## src/rtl/cache_pkg.sv

```systemverilog
`timescale 1ns/1ps
`default_nettype none
// ============================================================================
//  Module      : cache_pkg
//  Description : Shared constants and types for the cache line / memory
//                burst path. Provides line and beat geometry, the line offset
//                width, and the state encoding of the line/burst adaptor.
//  Revision    : 1.0 - initial release
// ============================================================================
package cache_pkg;

    // Cache line width; equals the data array word size.
    localparam int LINE_WIDTH    = 256;
    // Physical memory beat width.
    localparam int BURST_WIDTH   = 64;
    // Beats per line.
    localparam int BEATS         = LINE_WIDTH / BURST_WIDTH;
    // Byte address width.
    localparam int ADDR_WIDTH    = 32;
    // Byte offset bits within one line.
    localparam int OFFSET_BITS   = $clog2(LINE_WIDTH / 8);
    // Width of the beat counter.
    localparam int BEAT_IDX_BITS = $clog2(BEATS);

    typedef enum logic [1:0] {
        IDLE = 2'd0,
        RD   = 2'd1,
        WR   = 2'd2,
        DONE = 2'd3
    } adaptor_state_t;

endpackage : cache_pkg
`default_nettype wire

```

## src/rtl/line_burst_adaptor.sv

```systemverilog
`timescale 1ns/1ps
`default_nettype none
// ============================================================================
//  Module      : line_burst_adaptor
//  Description : Bridges the cache's 256-bit line interface to the 64-bit,
//                4-beat memory burst interface. A line fill gathers four
//                memory beats into the fill buffer. A write-back serialises a
//                latched line into four beats. One transaction at a time.
//  Ports       :
//    clk        in   1            clock, rising edge
//    rst        in   1            synchronous active-high reset
//    read_i     in   1            line fill request, held until resp_o
//    write_i    in   1            write-back request, held until resp_o
//    address_i  in   ADDR_WIDTH   request byte address
//    line_i     in   LINE_WIDTH   write-back line, sampled at acceptance
//    line_o     out  LINE_WIDTH   assembled fill line, beat k at [k*64 +: 64]
//    resp_o     out  1            one-cycle completion pulse to the cache
//    address_o  out  ADDR_WIDTH   line-aligned address to memory
//    read_o     out  1            memory read request
//    write_o    out  1            memory write request
//    burst_o    out  BURST_WIDTH  current write beat
//    burst_i    in   BURST_WIDTH  read beat from memory
//    resp_i     in   1            memory beat strobe
//  Revision    : 1.0 - initial release
// ============================================================================
module line_burst_adaptor
    import cache_pkg::*;
(
    input  logic                   clk,
    input  logic                   rst,
    input  logic                   read_i,
    input  logic                   write_i,
    input  logic [ADDR_WIDTH-1:0]  address_i,
    input  logic [LINE_WIDTH-1:0]  line_i,
    output logic [LINE_WIDTH-1:0]  line_o,
    output logic                   resp_o,
    output logic [ADDR_WIDTH-1:0]  address_o,
    output logic                   read_o,
    output logic                   write_o,
    output logic [BURST_WIDTH-1:0] burst_o,
    input  logic [BURST_WIDTH-1:0] burst_i,
    input  logic                   resp_i
);

    localparam logic [ADDR_WIDTH-1:0]    c_OFFSET_MASK = ADDR_WIDTH'((1 << OFFSET_BITS) - 1);
    localparam logic [BEAT_IDX_BITS-1:0] c_LAST_BEAT   = BEAT_IDX_BITS'(BEATS - 1);

    adaptor_state_t r_state;
    adaptor_state_t w_state_next;

    logic [BEAT_IDX_BITS-1:0]              r_k;
    logic [ADDR_WIDTH-1:0]                 r_addr;
    // The fill buffer doubles as line_o; write-back data lives in its own
    // register so a write-back never disturbs the last completed fill.
    logic [BEATS-1:0][BURST_WIDTH-1:0]     r_fill;
    logic [BEATS-1:0][BURST_WIDTH-1:0]     r_wb_line;

    logic [ADDR_WIDTH-1:0]                 w_addr_aligned;
    logic                                  w_last_beat;

    assign w_addr_aligned = address_i & ~c_OFFSET_MASK;
    assign w_last_beat    = resp_i && (r_k == c_LAST_BEAT);

    // ------------------------------------------------------------------
    // State register
    // ------------------------------------------------------------------
    always_ff @(posedge clk) begin
        if (rst) begin
            r_state <= IDLE;
        end else begin
            r_state <= w_state_next;
        end
    end

    // ------------------------------------------------------------------
    // Next-state and output decode
    // ------------------------------------------------------------------
    always_comb begin
        w_state_next = r_state;
        read_o       = 1'b0;
        write_o      = 1'b0;
        resp_o       = 1'b0;
        burst_o      = '0;

        unique case (r_state)
            IDLE: begin
                // Write-back wins a tie; the read stays pending at the cache.
                if (write_i) begin
                    w_state_next = WR;
                end else if (read_i) begin
                    w_state_next = RD;
                end
            end
            RD: begin
                read_o = 1'b1;
                if (w_last_beat) begin
                    w_state_next = DONE;
                end
            end
            WR: begin
                write_o = 1'b1;
                burst_o = r_wb_line[r_k];
                if (w_last_beat) begin
                    w_state_next = DONE;
                end
            end
            DONE: begin
                resp_o       = 1'b1;
                w_state_next = IDLE;
            end
            default: begin
                w_state_next = IDLE;
            end
        endcase
    end

    // ------------------------------------------------------------------
    // Datapath: address latch, beat counter, fill and write-back buffers
    // ------------------------------------------------------------------
    always_ff @(posedge clk) begin
        if (rst) begin
            r_k       <= '0;
            r_addr    <= '0;
            r_fill    <= '0;
            r_wb_line <= '0;
        end else begin
            unique case (r_state)
                IDLE: begin
                    if (write_i) begin
                        r_wb_line <= line_i;
                        r_addr    <= w_addr_aligned;
                        r_k       <= '0;
                    end else if (read_i) begin
                        r_addr    <= w_addr_aligned;
                        r_k       <= '0;
                    end
                end
                RD: begin
                    if (resp_i) begin
                        r_fill[r_k] <= burst_i;
                        r_k         <= r_k + 1'b1;
                    end
                end
                WR: begin
                    if (resp_i) begin
                        r_k <= r_k + 1'b1;
                    end
                end
                default: begin
                    // DONE: nothing moves; late requests are ignored.
                end
            endcase
        end
    end

    assign address_o = r_addr;
    assign line_o    = r_fill;

endmodule : line_burst_adaptor
`default_nettype wire
```

## config.mk

```make
export PLATFORM = sky130hd
export DESIGN_NAME = line_burst_adaptor
export DESIGN_NICKNAME = d
export VERILOG_FILES = /design/src/rtl/cache_pkg.sv /design/src/rtl/line_burst_adaptor.sv
export SDC_FILE = /design/constraint.sdc
export NUM_CORES = 1
export LEC_CHECK = 0
export BUFFER_PORTS_ARGS = -buffer_cell sky130_fd_sc_hd__clkbuf_2
export CAP_MARGIN = 20
export CORE_MARGIN = 1.5
export CORE_UTILIZATION = 25
export DETAILED_ROUTE_END_ITERATION = 8
export PLACE_DENSITY = 0.44
export SYNTH_ARGS = -nofsm -noshare
export SYNTH_HDL_FRONTEND = slang
export SYNTH_SLANG_ARGS = --single-unit
```

## constraint.sdc

```tcl
create_clock -name clk -period 5.51 [get_ports clk]
set_clock_uncertainty 0.1 [all_clocks]
set_input_delay 0.2755 -clock clk [delete_from_list [all_inputs] [get_ports clk]]
set_output_delay 0.2755 -clock clk [all_outputs]
set_load 0.02 [all_outputs]
```

* Yosys cells after proc, flatten, opt, wreduce, memory -nomap -nowiden
Index checks and enable logic that the tools add are counted.
** Operators by class
- $add $sub $neg :: 1
- Order comparisons :: 2
- Equality and inequality tests :: 7
- Muxes and demuxes :: 19
- Reductions and logical operators :: 11
** Operator list (count)
- $bwmux W256 :: 1
- $mux W64 :: 3
- $bmux W64 S2 :: 1
- $demux W64 S2 :: 1
- $mux W32 :: 2
- $mux W2 :: 6
- $reduce_and A2 Y1 :: 4
- $eq A2 B2 Y1 const B :: 3
- $pmux W2 S3 :: 1
- $ne A2 B1 Y1 const B :: 2
- $pmux W2 S2 :: 1
- $reduce_bool A2 Y1 :: 2
- $lt A2 B3 Y1 const B :: 1
- $mux W1 :: 3
- $ne A3 B3 Y1 const B :: 1
- $reduce_and A3 Y1 :: 1
- $add A2 B1 Y2 const B :: 1
- $eq A2 B1 Y1 const B :: 1
- $ge A2 B1 Y1 const B :: 1
- $logic_and A1 B1 Y1 :: 2
- $logic_not A2 Y1 :: 1
- $reduce_or A2 Y1 :: 1
** Word-level totals
- Flip-flop bits (word level) :: 548
- Output and inout port bits :: 355
- Logic and storage cells :: 51

* Logic depth before layout (Yosys ltp)
- Depth in word-level cells :: 5
- Gate-level depth with buffers :: 9

* Worst setup path before layout
No wires, ideal clock.
- Path kind :: flip-flop to flip-flop
- Start :: register r_k[1]
- End :: register r_fill (netlist bit line_o[100])
- Setup time :: 0.070 ns
- Arrival time :: 1.725 ns
- Setup slack :: 3.615 ns
- Cell stages (with the launch flop) :: 9
- Buffers on the path :: 3
- Period minus slack after synthesis :: 1.895 ns
- Cell sequence :: dfxtp_1 > buf_2 > buf_2 > inv_1 > ha_1 > nand3_1 > clkbuf_1 > nand2_1 > a21oi_1
** Between the ends
- Cells in the longest elaborated chain, start to end :: 5
** RTL lines
- from (decl) :: RTL line line_burst_adaptor.sv:51 : logic [BEAT_IDX_BITS-1:0] r_k;
- from (signal assigned) :: RTL line line_burst_adaptor.sv:141 : r_k <= r_k + 1'b1;
- from (signal assigned) :: RTL line line_burst_adaptor.sv:146 : r_k <= r_k + 1'b1;
- $lt A2 B3 Y1 (not written as such) or $ge A2 B1 Y1 (tied branches) :: RTL line line_burst_adaptor.sv:140 : r_fill[r_k] <= burst_i;
- $logic_and A1 B1 Y1 (not written as such) :: RTL line line_burst_adaptor.sv:140
- $mux W64 (not written as such) :: RTL line line_burst_adaptor.sv:140
- $demux W64 S2 (*) :: RTL line line_burst_adaptor.sv:140
- $bwmux W256 (*) :: RTL line line_burst_adaptor.sv:140
- to (signal, indexed assignment) :: RTL line line_burst_adaptor.sv:140
- to (decl) :: RTL line line_burst_adaptor.sv:55 : logic [BEATS-1:0][BURST_WIDTH-1:0] r_fill;
Every way passes the cells marked *; elsewhere a longest branch is shown, timed or not.
A chain may end at the register's enable or synchronous reset.

* Worst setup path in the final report
- Start :: register r_k[0]
- End :: output port burst_o[0]
** Between the ends
- Cells in the longest elaborated chain, start to end :: 3
** RTL lines
- $bmux W64 S2 :: RTL line line_burst_adaptor.sv:102 : burst_o = r_wb_line[r_k];
- $mux W64 (not written as such) :: RTL line line_burst_adaptor.sv:102
- $mux W64 :: RTL line line_burst_adaptor.sv:85 : unique case (r_state)
- to (decl) :: RTL line line_burst_adaptor.sv:40 : output logic [BURST_WIDTH-1:0] burst_o,
Every way passes these cells. The select of a mux whose other input is x is not followed.

==> reports/results.ini <==
[status]
status=complete, no violations

[hold_path]
hold_start=write_i
min_path_type=in -> reg
min_delay_worst_endpoint=r_state[0]$_SDFFE_PP0P_
holdPathStages=4

[sta]
hold_violations=0
timing.hold.ws_ns=0.04959
max_freq_mhz=279.2
setup_viol=0
slew_headroom_pct=35.24
finalSetupTns_ns=0
rsz0062_at_grt=false
drv_slew=0
finalCritPeriodShare_pct=65.01
tightestPinTransition_ns=0.9714
fin_crit_ns=3.582

[floorplanning]
dieArea_um2=84930
die_h_um=291.4
fp-row-count=105
num_io_pins=712
start_util_pct=25.29
die_x_um=291.4
core-area_um2=82240

[global_routing]
top_usage_layer=met2
grt_pass1_vias=20470
grt_first_pass_wirelength_mm=120.6
grt_antenna_before_repair=14
grt_overflow_total=0
grt_use_total_pct=18.05
grtUsageMet3_pct=4.528
use_met2_pct=30.93
met1_usage_pct=22.11
grt_max_degree=156

[layout]
design_area_um2=30670
fillCellCount=8708
layout-drive-gt1-share_pct=25.55
syn_to_final_growth_pct=47.45
layout.nets=3845
final_cells=4605

[logic_synthesis]
ys_top_cells_by_area=dfxtp_1 (52%), nand2_1 (20%), a21oi_1 (13%)
avgSynthCellArea_um2=8.185
synth-seq-cells=543
yosysMostFrequentCell=nand2_1
ys.flop_type=dfxtp_1
async_reset_ff_share_pct=0
synth_cell_types=30
synth-edff-count=0
synth_top_area_share_pct=52.26
ys_warn_count=0
syn-instance-count=2541
yosysTopAreaCell=dfxtp_1
synthesis.area_um2=20800
synth_commonest_cells=nand2_1 (1084), dfxtp_1 (543), a21oi_1 (540)
ys_seq_area_share_pct=52.26

[cts]
cts.sinks=543
numCtsBuffers=66
tritoncts=done
clk_pin_slew_ns=0.06
clockBufferDepth=3
cts_repair_resize_count=0
clk-insertion-delay-late_ns=0.61
h-tree-depth=3
root_buffer=clkbuf_16

[route]
wirelength_mm=79.10
first_iter_violations=894
viasPerCell=4.424
ant_nets=0
route.detailed.drc=0
first_pass_iters=4
routed-via-count=20370
wl_per_cell_um=17.18

[power]
p_per_area_nw_per_um2=375.7
p_sw_w=0.003576
p_int_w=0.007946
clkPwrFrac_pct=38.4
p_total_w=0.01152
power_frac_comb_pct=21.9
ir_drop_mv=0.2345
p_sw_share_pct=31.04
power_frac_seq_pct=39.6
leakage_nw=12.51

[setup_path]
rr_worst_depth=5
r2r-start=r_k[0]$_SDFFE_PP0P_
critPathCaptureType=primary output
timing_worst_setup_path_type=reg -> out
cp-start-kind=flop
cp-startpoint=r_k[0]$_SDFFE_PP0P_
reg2reg_to=line_o[199]$_SDFFE_PP0P_
worstPathMaxFanout=36
critPathArrivalTime_ns=3.21
r2r_setup_slack_ns=2.60
worstPathRequired_ns=5.13

[placed_design]
placed_area_um2=24940
place_congestion=0.7607
dpl.cell_count=4133
dp_hpwl_mm=51.55
portBuffers=701

[flow_run]
cap_violations=0

metrics by stage:
stage               setup slack [ns]  util (%)
floorplan                      3.615         -
global placement               2.334     30.33
detailed placement             2.362     30.33
CTS                            1.715     37.23
global route                   1.612     37.29
finish                         1.928     37.29
timing repair:
| action | 4_1_cts | 5_1_grt |
|---|---|---|
| hold endpoints to repair | 539 | 0 |
| buffers inserted | 0 | 0 |
| hold buffers | 347 | 0 |
state kept, by name (all words and copies together), names as in the netlist:
register   count
address_o     27
line_o       256
r_k            2
r_state        2
r_wb_line    256
cell usage in the layout (no fill, tap or decap), drive strengths merged, types with 3 or more instances in the layout:
master | synthesis | layout
bufinv | 0 | 3
nand2 | 1084 | 1084
dfxtp | 543 | 543
and2 | 65 | 65
mux4 | 64 | 64
a21oi | 540 | 540
inv | 5 | 6
buf | 115 | 25
clkbuf | 91 | 803
nand3 | 5 | 5
dlygate4sd3 | 0 | 347
diode | 0 | 8
conb | 1 | 5
and3 | 4 | 4
ha | 9 | 9
clkinv | 0 | 8
worst max path at each step:
| stage | end | slack [ns] | cells after the start |
|---|---|---|---|
| finish | burst_o[0] | 1.93 | 4 |
| global route | burst_o[62] | 1.61 | 4 |
| CTS | burst_o[62] | 1.71 | 4 |
| detailed placement | burst_o[0] | 2.36 | 4 |
| global placement | burst_o[0] | 2.33 | 4 |
| floorplan | line_o[100]$_SDFFE_PP0P_ | 3.61 | 8 |
layout make-up:
class	instances	area, um^2	area share (%)
antenna	8	20.02	0.06528
sequential	543	10880	35.47
inverter	5	18.77	0.06120
multi-input combinational	1791	8952	29.19
clock inverter	13	191.4	0.6242
clock buffer	103	2014	6.568
tap	1070	1339	4.365
timing repair buffer	1072	7254	23.65
cells by family (layout without fill, tap and decap cells):
| logic type | after synthesis | in the layout | synth area share (%) |
|---|---|---|---|
| other | 1 | 13 | 0.01803 |
| adders and majority gates | 9 | 9 | 0.5414 |
| DFF | 543 | 543 | 52.26 |
| buffers and inverters | 211 | 1193 | 4.945 |
| and+or+nand+nor | 1162 | 1162 | 21.87 |
| muxes | 66 | 66 | 7.026 |
| AOI/OAI and AO/OA | 549 | 549 | 13.33 |
power by group through the flow:
stage | logic, W | registers, W | clock network [W]
6_report | 0.00253 | 0.00457 | 0.00443
5_1_grt | 0.00281 | 0.00462 | 0.00472
4_1_cts | 0.00255 | 0.00457 | 0.00456
3_5_place_dp | 0.00234 | 0.00466 | 0
3_3_place_gp | 0.00233 | 0.00465 | 0
2_1_floorplan | 0.00158 | 0.00467 | 0
critical path, cell delays in order, from the launching register on:
cell and delay [ns]:
dfxtp_4 0.84, buf_4 0.75, mux4_2 0.65, and2_1 0.18
clkbuf_2 0.16
layer usage:
metal	up-vias	routed length [um]	share of wire (%)
met5	-	33	0.042
met4	6	2086	2.6
met3	116	4977	6.3
met2	572	38030	48
met1	9494	33970	43
li1	10180	-	-
(Power assumes the default switching activity.)
